`src/rtl/usb_tx_pkg.sv`:
```
// Shared definitions for the USB full-speed NRZI transmitter.
//   SYNC_BYTE   : byte sent ahead of every packet (LSB first)
//   LS_*        : line states encoded as {d_plus, d_minus}
//   tx_state_t  : transmit FSM states
package usb_tx_pkg;

  localparam logic [7:0] SYNC_BYTE = 8'h80;

  localparam logic [1:0] LS_J   = 2'b10;
  localparam logic [1:0] LS_K   = 2'b01;
  localparam logic [1:0] LS_SE0 = 2'b00;

  typedef enum logic [2:0] {
    IDLE,
    SEND,
    STUFF,
    EOP_SE0,
    EOP_J
  } tx_state_t;

endpackage

```
`src/rtl/usb_tx_bit_timer.sv`:
```
// USB bit-time generator.
// Counts 0..CLKS_PER_BIT-1 and flags the last cycle of each bit time.
//   clk      : system clock
//   n_rst    : asynchronous active-low reset
//   clear    : hold the counter at 0 (used while the transmitter is idle)
//   bit_tick : high in the final cycle of a bit time
module usb_tx_bit_timer #(
  parameter int CLKS_PER_BIT = 8
) (
  input  logic clk,
  input  logic n_rst,
  input  logic clear,
  output logic bit_tick
);

  localparam int CW = (CLKS_PER_BIT > 1) ? $clog2(CLKS_PER_BIT) : 1;
  localparam logic [CW-1:0] TC = CW'(CLKS_PER_BIT - 1);

  logic [CW-1:0] r_cnt;

  always_ff @(posedge clk or negedge n_rst) begin
    if (!n_rst) begin
      r_cnt <= '0;
    end else if (clear || (r_cnt == TC)) begin
      r_cnt <= '0;
    end else begin
      r_cnt <= r_cnt + 1'b1;
    end
  end

  assign bit_tick = (r_cnt == TC) && !clear;

endmodule

```
`src/rtl/usb_nrzi_tx.sv`:
```
// USB full-speed transmit line driver.
// Prepends SYNC, serializes bytes LSB first, bit-stuffs after STUFF_LEN ones,
// NRZI-encodes onto D+/D- and closes each packet with SE0/SE0/J.
//   clk, n_rst          : clock, asynchronous active-low reset
//   tx_valid/tx_data/tx_last/tx_ready : byte handshake from the packet layer
//   d_plus, d_minus     : registered pad drive
//   tx_active           : output enable, SYNC through EOP J
//   tx_done             : 1-cycle pulse after the EOP J bit
//   tx_err              : 1-cycle pulse when the byte stream underruns
//
// state   | meaning
// IDLE    | line J, waiting for the first byte
// SEND    | driving a SYNC/data bit
// STUFF   | driving an inserted stuff 0
// EOP_SE0 | driving SE0 for EOP_SE0_BITS bit times
// EOP_J   | driving the closing J bit
module usb_nrzi_tx
  import usb_tx_pkg::*;
#(
  parameter int CLKS_PER_BIT = 8,
  parameter int STUFF_LEN    = 6,
  parameter int EOP_SE0_BITS = 2
) (
  input  logic       clk,
  input  logic       n_rst,
  input  logic       tx_valid,
  input  logic [7:0] tx_data,
  input  logic       tx_last,
  output logic       tx_ready,
  output logic       d_plus,
  output logic       d_minus,
  output logic       tx_active,
  output logic       tx_done,
  output logic       tx_err
);

  localparam int OW = $clog2(STUFF_LEN + 1);
  localparam logic [OW-1:0] STUFF_CNT = OW'(STUFF_LEN);
  localparam logic [2:0]    SE0_LAST  = 3'(EOP_SE0_BITS - 1);

  tx_state_t r_state, w_state_nxt;
  logic [7:0]    r_shift, w_shift_nxt;
  logic [2:0]    r_bit_idx, w_idx_nxt;
  logic [OW-1:0] r_ones, w_ones_nxt;
  logic [7:0]    r_hold_data, w_hold_data_nxt;
  logic          r_hold_last, w_hold_last_nxt;
  logic          r_hold_full, w_hold_full_nxt;
  logic          r_cur_last, w_cur_last_nxt;
  logic [1:0]    r_line, w_line_nxt;
  logic          r_active, w_active_nxt;
  logic          r_ready, w_ready_nxt;
  logic          r_done, w_done_nxt;
  logic          r_err, w_err_nxt;

  logic       w_bit_tick;
  logic       w_accept;
  logic       w_drive;
  logic       w_bit;
  logic       w_adv;
  logic [2:0] w_idx_inc;
  logic [7:0] w_next_byte;
  logic       w_next_last;

  usb_tx_bit_timer #(
    .CLKS_PER_BIT(CLKS_PER_BIT)
  ) u_bit_timer (
    .clk     (clk),
    .n_rst   (n_rst),
    .clear   (r_state == IDLE),
    .bit_tick(w_bit_tick)
  );

  assign w_accept  = tx_valid && r_ready;
  assign w_idx_inc = r_bit_idx + 3'd1;

  // A byte accepted on the very edge a byte ends goes straight to the shifter,
  // so a just-in-time producer never triggers a false underrun.
  assign w_next_byte = r_hold_full ? r_hold_data : tx_data;
  assign w_next_last = r_hold_full ? r_hold_last : tx_last;

  always_comb begin
    w_state_nxt     = r_state;
    w_shift_nxt     = r_shift;
    w_idx_nxt       = r_bit_idx;
    w_ones_nxt      = r_ones;
    w_hold_data_nxt = r_hold_data;
    w_hold_last_nxt = r_hold_last;
    w_hold_full_nxt = r_hold_full;
    w_cur_last_nxt  = r_cur_last;
    w_line_nxt      = r_line;
    w_active_nxt    = r_active;
    w_done_nxt      = 1'b0;
    w_err_nxt       = 1'b0;
    w_drive         = 1'b0;
    w_bit           = 1'b0;
    w_adv           = 1'b0;

    if (w_accept) begin
      w_hold_data_nxt = tx_data;
      w_hold_last_nxt = tx_last;
      w_hold_full_nxt = 1'b1;
    end

    case (r_state)
      IDLE: begin
        w_line_nxt   = LS_J;
        w_ones_nxt   = '0;
        w_active_nxt = 1'b0;
        if (w_accept) begin
          w_shift_nxt    = SYNC_BYTE;
          w_idx_nxt      = 3'd0;
          w_cur_last_nxt = 1'b0;
          w_drive        = 1'b1;
          w_bit          = SYNC_BYTE[0];
          w_active_nxt   = 1'b1;
          w_state_nxt    = SEND;
        end
      end
      SEND: begin
        if (w_bit_tick) begin
          if (r_ones == STUFF_CNT) begin
            w_drive     = 1'b1;
            w_bit       = 1'b0;
            w_state_nxt = STUFF;
          end else begin
            w_adv = 1'b1;
          end
        end
      end
      STUFF: begin
        if (w_bit_tick) begin
          w_adv       = 1'b1;
          w_state_nxt = SEND;
        end
      end
      EOP_SE0: begin
        if (w_bit_tick) begin
          if (r_bit_idx == SE0_LAST) begin
            w_line_nxt  = LS_J;
            w_state_nxt = EOP_J;
          end else begin
            w_idx_nxt = w_idx_inc;
          end
        end
      end
      EOP_J: begin
        if (w_bit_tick) begin
          w_active_nxt = 1'b0;
          w_done_nxt   = 1'b1;
          w_ones_nxt   = '0;
          w_state_nxt  = IDLE;
        end
      end
      default: w_state_nxt = IDLE;
    endcase

    // Step to the next data bit, the next byte, or the end of packet.
    if (w_adv) begin
      if (r_bit_idx != 3'd7) begin
        w_idx_nxt   = w_idx_inc;
        w_drive     = 1'b1;
        w_bit       = r_shift[w_idx_inc];
        w_state_nxt = SEND;
      end else if (r_hold_full || w_accept) begin
        w_shift_nxt     = w_next_byte;
        w_cur_last_nxt  = w_next_last;
        w_hold_full_nxt = 1'b0;
        w_idx_nxt       = 3'd0;
        w_drive         = 1'b1;
        w_bit           = w_next_byte[0];
        w_state_nxt     = SEND;
      end else begin
        w_err_nxt   = !r_cur_last;
        w_line_nxt  = LS_SE0;
        w_idx_nxt   = 3'd0;
        w_ones_nxt  = '0;
        w_state_nxt = EOP_SE0;
      end
    end

    // NRZI: a 0 flips J<->K, a 1 holds the line.
    if (w_drive) begin
      w_line_nxt = w_bit ? r_line : ~r_line;
      w_ones_nxt = w_bit ? (r_ones + 1'b1) : '0;
    end
  end

  assign w_ready_nxt = !w_hold_full_nxt && (w_state_nxt != EOP_SE0) && (w_state_nxt != EOP_J);

  always_ff @(posedge clk or negedge n_rst) begin
    if (!n_rst) begin
      r_state     <= IDLE;
      r_shift     <= '0;
      r_bit_idx   <= '0;
      r_ones      <= '0;
      r_hold_data <= '0;
      r_hold_last <= 1'b0;
      r_hold_full <= 1'b0;
      r_cur_last  <= 1'b0;
      r_line      <= LS_J;
      r_active    <= 1'b0;
      r_ready     <= 1'b1;
      r_done      <= 1'b0;
      r_err       <= 1'b0;
    end else begin
      r_state     <= w_state_nxt;
      r_shift     <= w_shift_nxt;
      r_bit_idx   <= w_idx_nxt;
      r_ones      <= w_ones_nxt;
      r_hold_data <= w_hold_data_nxt;
      r_hold_last <= w_hold_last_nxt;
      r_hold_full <= w_hold_full_nxt;
      r_cur_last  <= w_cur_last_nxt;
      r_line      <= w_line_nxt;
      r_active    <= w_active_nxt;
      r_ready     <= w_ready_nxt;
      r_done      <= w_done_nxt;
      r_err       <= w_err_nxt;
    end
  end

  assign d_plus    = r_line[1];
  assign d_minus   = r_line[0];
  assign tx_active = r_active;
  assign tx_ready  = r_ready;
  assign tx_done   = r_done;
  assign tx_err    = r_err;

endmodule

```
`config.mk`:
```
export PLATFORM = sky130hd
export DESIGN_NAME = usb_nrzi_tx
export DESIGN_NICKNAME = d
export VERILOG_FILES = /design/src/rtl/usb_tx_pkg.sv /design/src/rtl/usb_tx_bit_timer.sv /design/src/rtl/usb_nrzi_tx.sv
export SDC_FILE = /design/constraint.sdc
export NUM_CORES = 1
export LEC_CHECK = 0
export ABC_AREA = 1
export CAP_MARGIN = 20
export CELL_PAD_IN_SITES_DETAIL_PLACEMENT = 0
export CELL_PAD_IN_SITES_GLOBAL_PLACEMENT = 1
export CORE_MARGIN = 4
export CORE_UTILIZATION = 42
export DETAILED_ROUTE_END_ITERATION = 16
export PLACE_DENSITY_LB_ADDON = 0.1
export RECOVER_POWER = 100
export SLEW_MARGIN = 0
export SYNTH_ARGS = -nofsm -noshare
export SYNTH_HDL_FRONTEND = slang
export SYNTH_SLANG_ARGS = --single-unit
```
`constraint.sdc`:
```
create_clock -name clk -period 1.9 [get_ports clk]
set_input_delay 0.38 -clock clk [delete_from_list [all_inputs] [get_ports clk]]
set_output_delay 0.38 -clock clk [all_outputs]
set_load 0.005 [all_outputs]
```
==> results.toml <==
[layout]
syn2layout_area_growth_pct = 17.7
fin_nets = 293
antennaDiodeCount = 0
final_util_pct = 52.1
drive_above_1_share_pct = 13.5

[detailed_routing]
ant_nets = 0
wl_um = 4050
post_drt_wl_per_cell_um = 12.4
drtPass1Iterations = 4
drtIter0Drc = 117
vias = 1602
remaining_drc_errors = 0
via_per_inst = 4.90

[timing]
skew_ps = 5.86
finalSetupViolCount = 0
worstMarginPinSlew_ps = 1060
hold_viol_final = 0
finalCriticalPeriod_ps = 1760
setup_ws_ps = 140
period_share_pct = 92.6
drv_slew = 0
rsz0062_at_grt = "false"
maxSlewHeadroom_pct = 29.0
final.setup.tns_ps = 0
clock.fmax_ghz = 0.568

[worst_setup_path]
worst_setup_path_end_kind = "output pin"
r2r_slack_ps = 240
cp.arrival_ps = 1380
critical_path_peak_fanout = 2
rr_endpoint = "r_ones[2]$_DFF_PN0_"
reg2reg_from = "u_bit_timer.r_cnt[0]$_DFF_PN0_"
required_ps = 1520
slowest_delay_ps = 570
cp-start-kind = "flop"
path_cells = "dlygate4sd3_1"
path_depth = 1
crit_buf_inv = 1
crit_family = "buffers and inverters"
cp_slowest_cell = "dlygate4sd3_1"
rr_worst_depth = 10
critPathKind = "flop to output pin"

[synthesis]
synth_top_cell_by_area = "dfrtp_1"
syn_nets = 266
synthTopCellsByArea = "dfrtp_1 45%, nand2_1 15%, nand3_1 6.9%, ha_1 4.5%, inv_1 4.2%"
synth_compound_area_share_pct = 7.94
ys_seq_area_share_pct = 47.5
syn_inst = 247
yosys-top-cells-count = "79 x nand2_1, 35 x dfrtp_1, 27 x nand3_1"
synth-xor-area-share_pct = 0.448
yosysWarnings = 0
synthMuxAreaShare_pct = 0
synth_most_common_cell = "nand2_1"
synth_top_family_by_area = "simple AND/OR/NAND/NOR gates"
yosys.area.top_type_share_pct = 44.8
synth_enable_flop_cells = 0
synthSimpleGateAreaFrac_pct = 32.5
ys.flop_type = "dfrtp_1"
async_reset_ff_share_pct = 100
synthAdderAreaFrac_pct = 4.48
syn_area_per_cell_um2 = 7.91
synth_area_um2 = 1950
synth_seq_cells = 37
yosysUniqueCellTypes = 27

[floorplan]
die_area_um2 = 5810
core_um2 = 4410
die_h_um = 76.2
rows = 24
fp.dieW_um = 76.2
start_util_pct = 44.2
io_pins = 18

[clock_tree]
clk_pin_slew_ps = 70
h-tree-depth = 2
cts_root_buffer = "clkbuf_8"
post_cts_resize_count = 0
clk_latency_ps = 290
cts_buffer_depth = 2
cts_tree = "yes"
cts_post_setup_buffers_inserted = 0
holdBufCountCts = 0
cts_inserted_buffers = 5
cts_sinks = 37

[place]
portBuffers = 17
hpwlAfterDp_um = 3070
preCtsSetupSlack_ps = 110
gp_congestion = 0.803

[power_and_ir_drop]
p_sw_w = 0.000644
switching_share_pct = 30.5
power_frac_seq_pct = 46.8
leakagePower_nw = 1.23
power_frac_clock_pct = 28.8
ir_drop_v = 0.000529
comb_power_share_pct = 24.4
p_int_w = 0.00147
powerDensity_nw_per_um2 = 919

[grt]
grt_overflow_total = 0
grt_max_degree = 21
grt_pass1_wl_um = 7240
antenna_found_initial = 0
grt_pass1_vias = 1542
grt_use_total_pct = 15.2

[min_path]
hp-class = "primary input to async pin"

[run]
cap_violations = 0

[run_status]
status = "finished, final reports clean"
power by group through the flow:
stage / sequential, W / clock (W) / combinational, W
3_5_place_dp: 0.00101 / 0 / 0.000538
5_1_grt: 0.00101 / 0.000667 / 0.000590
2_1_floorplan: 0.00101 / 0 / 0.000343
6_report: 0.000989 / 0.000608 / 0.000515
4_1_cts: 0.000993 / 0.000626 / 0.000541
3_3_place_gp: 0.00100 / 0 / 0.000540
registers in the layout, indices dropped and copies added, names as in the netlist:
signal             count
r_bit_idx              3
r_cur_last             1
r_hold_data            8
r_hold_full            1
r_hold_last            1
r_line                 2
r_ones                 3
r_shift                8
r_state                3
tx_active              1
tx_done                1
tx_err                 1
tx_ready               1
u_bit_timer.r_cnt      3
routing by layer:
metal,vias up,wire [µm],track usage [%]
met1,737,2170,22.9
met5,-,0,0
met3,6,156,4.02
met4,0,60,5.24
met2,23,1670,20.8
li1,836,-,-
cell type report:
cell class	count	area (µm²)
clock buffers	7	96.3
clock inverters	1	5.00
fillers	452	2120
inverters	29	109
multi-input cells	176	880
flip-flops and latches	37	928
well taps	52	65.1
repair buffers	25	215
worst max-delay path by stage:
stage | from | endpoint | slack (ps)
finish | tx_ready$_DFF_PN1_ | tx_ready | 140
global route | u_bit_timer.r_cnt[0]$_DFF_PN0_ | r_ones[0]$_DFF_PN0_ | 80
CTS | tx_ready$_DFF_PN1_ | tx_ready | 190
detailed placement | tx_valid | r_bit_idx[1]$_DFFE_PN0P_ | 110
global placement | tx_valid | r_bit_idx[2]$_DFFE_PN0P_ | 150
floorplan | r_bit_idx[0]$_DFFE_PN0P_ | r_line[0]$_DFFE_PN0P_ | 410
cells by family after synthesis:
kind of cell	Yosys count
compound gates	28
simple gates	140
xor+xnor	1
buf+inv	34
fa+ha+maj	7
flops	37
layout by cell type (no fill, tap or decap), drive strengths merged:
cell | Yosys | routed
nand3b | 1 | 1
inv | 28 | 28
dfrtp | 35 | 35
nand2 | 88 | 88
and2 | 1 | 1
xor2 | 1 | 1
o21ai | 20 | 20
nor2 | 18 | 18
clkbuf | 1 | 11
a31oi | 2 | 2
nor3 | 1 | 1
dfstp | 2 | 2
buf | 4 | 5
a22oi | 1 | 1
dlygate4sd3 | 0 | 6
clkinv | 1 | 2
a21oi | 5 | 5
clkdlybuf4s50 | 0 | 10
nand3 | 31 | 31
ha | 7 | 7
through the flow:
| stage | total power (W) | area [µm²] | hold slack (ps) | cells |
|---|---|---|---|---|
| 5_1_grt | 0.00227 | 2300 | 340 | 327 |
| 2_1_floorplan | 0.00135 | 1950 | 84.4 | 247 |
| 3_3_place_gp | 0.00154 | 2230 | 362 | 319 |
| 6_report | 0.00211 | 2300 | 259 | 327 |
| 4_1_cts | 0.00216 | 2330 | 52.8 | 327 |
| 3_5_place_dp | 0.00154 | 2230 | 366 | 319 |
No activity file was read; power rests on OpenSTA's default activity.
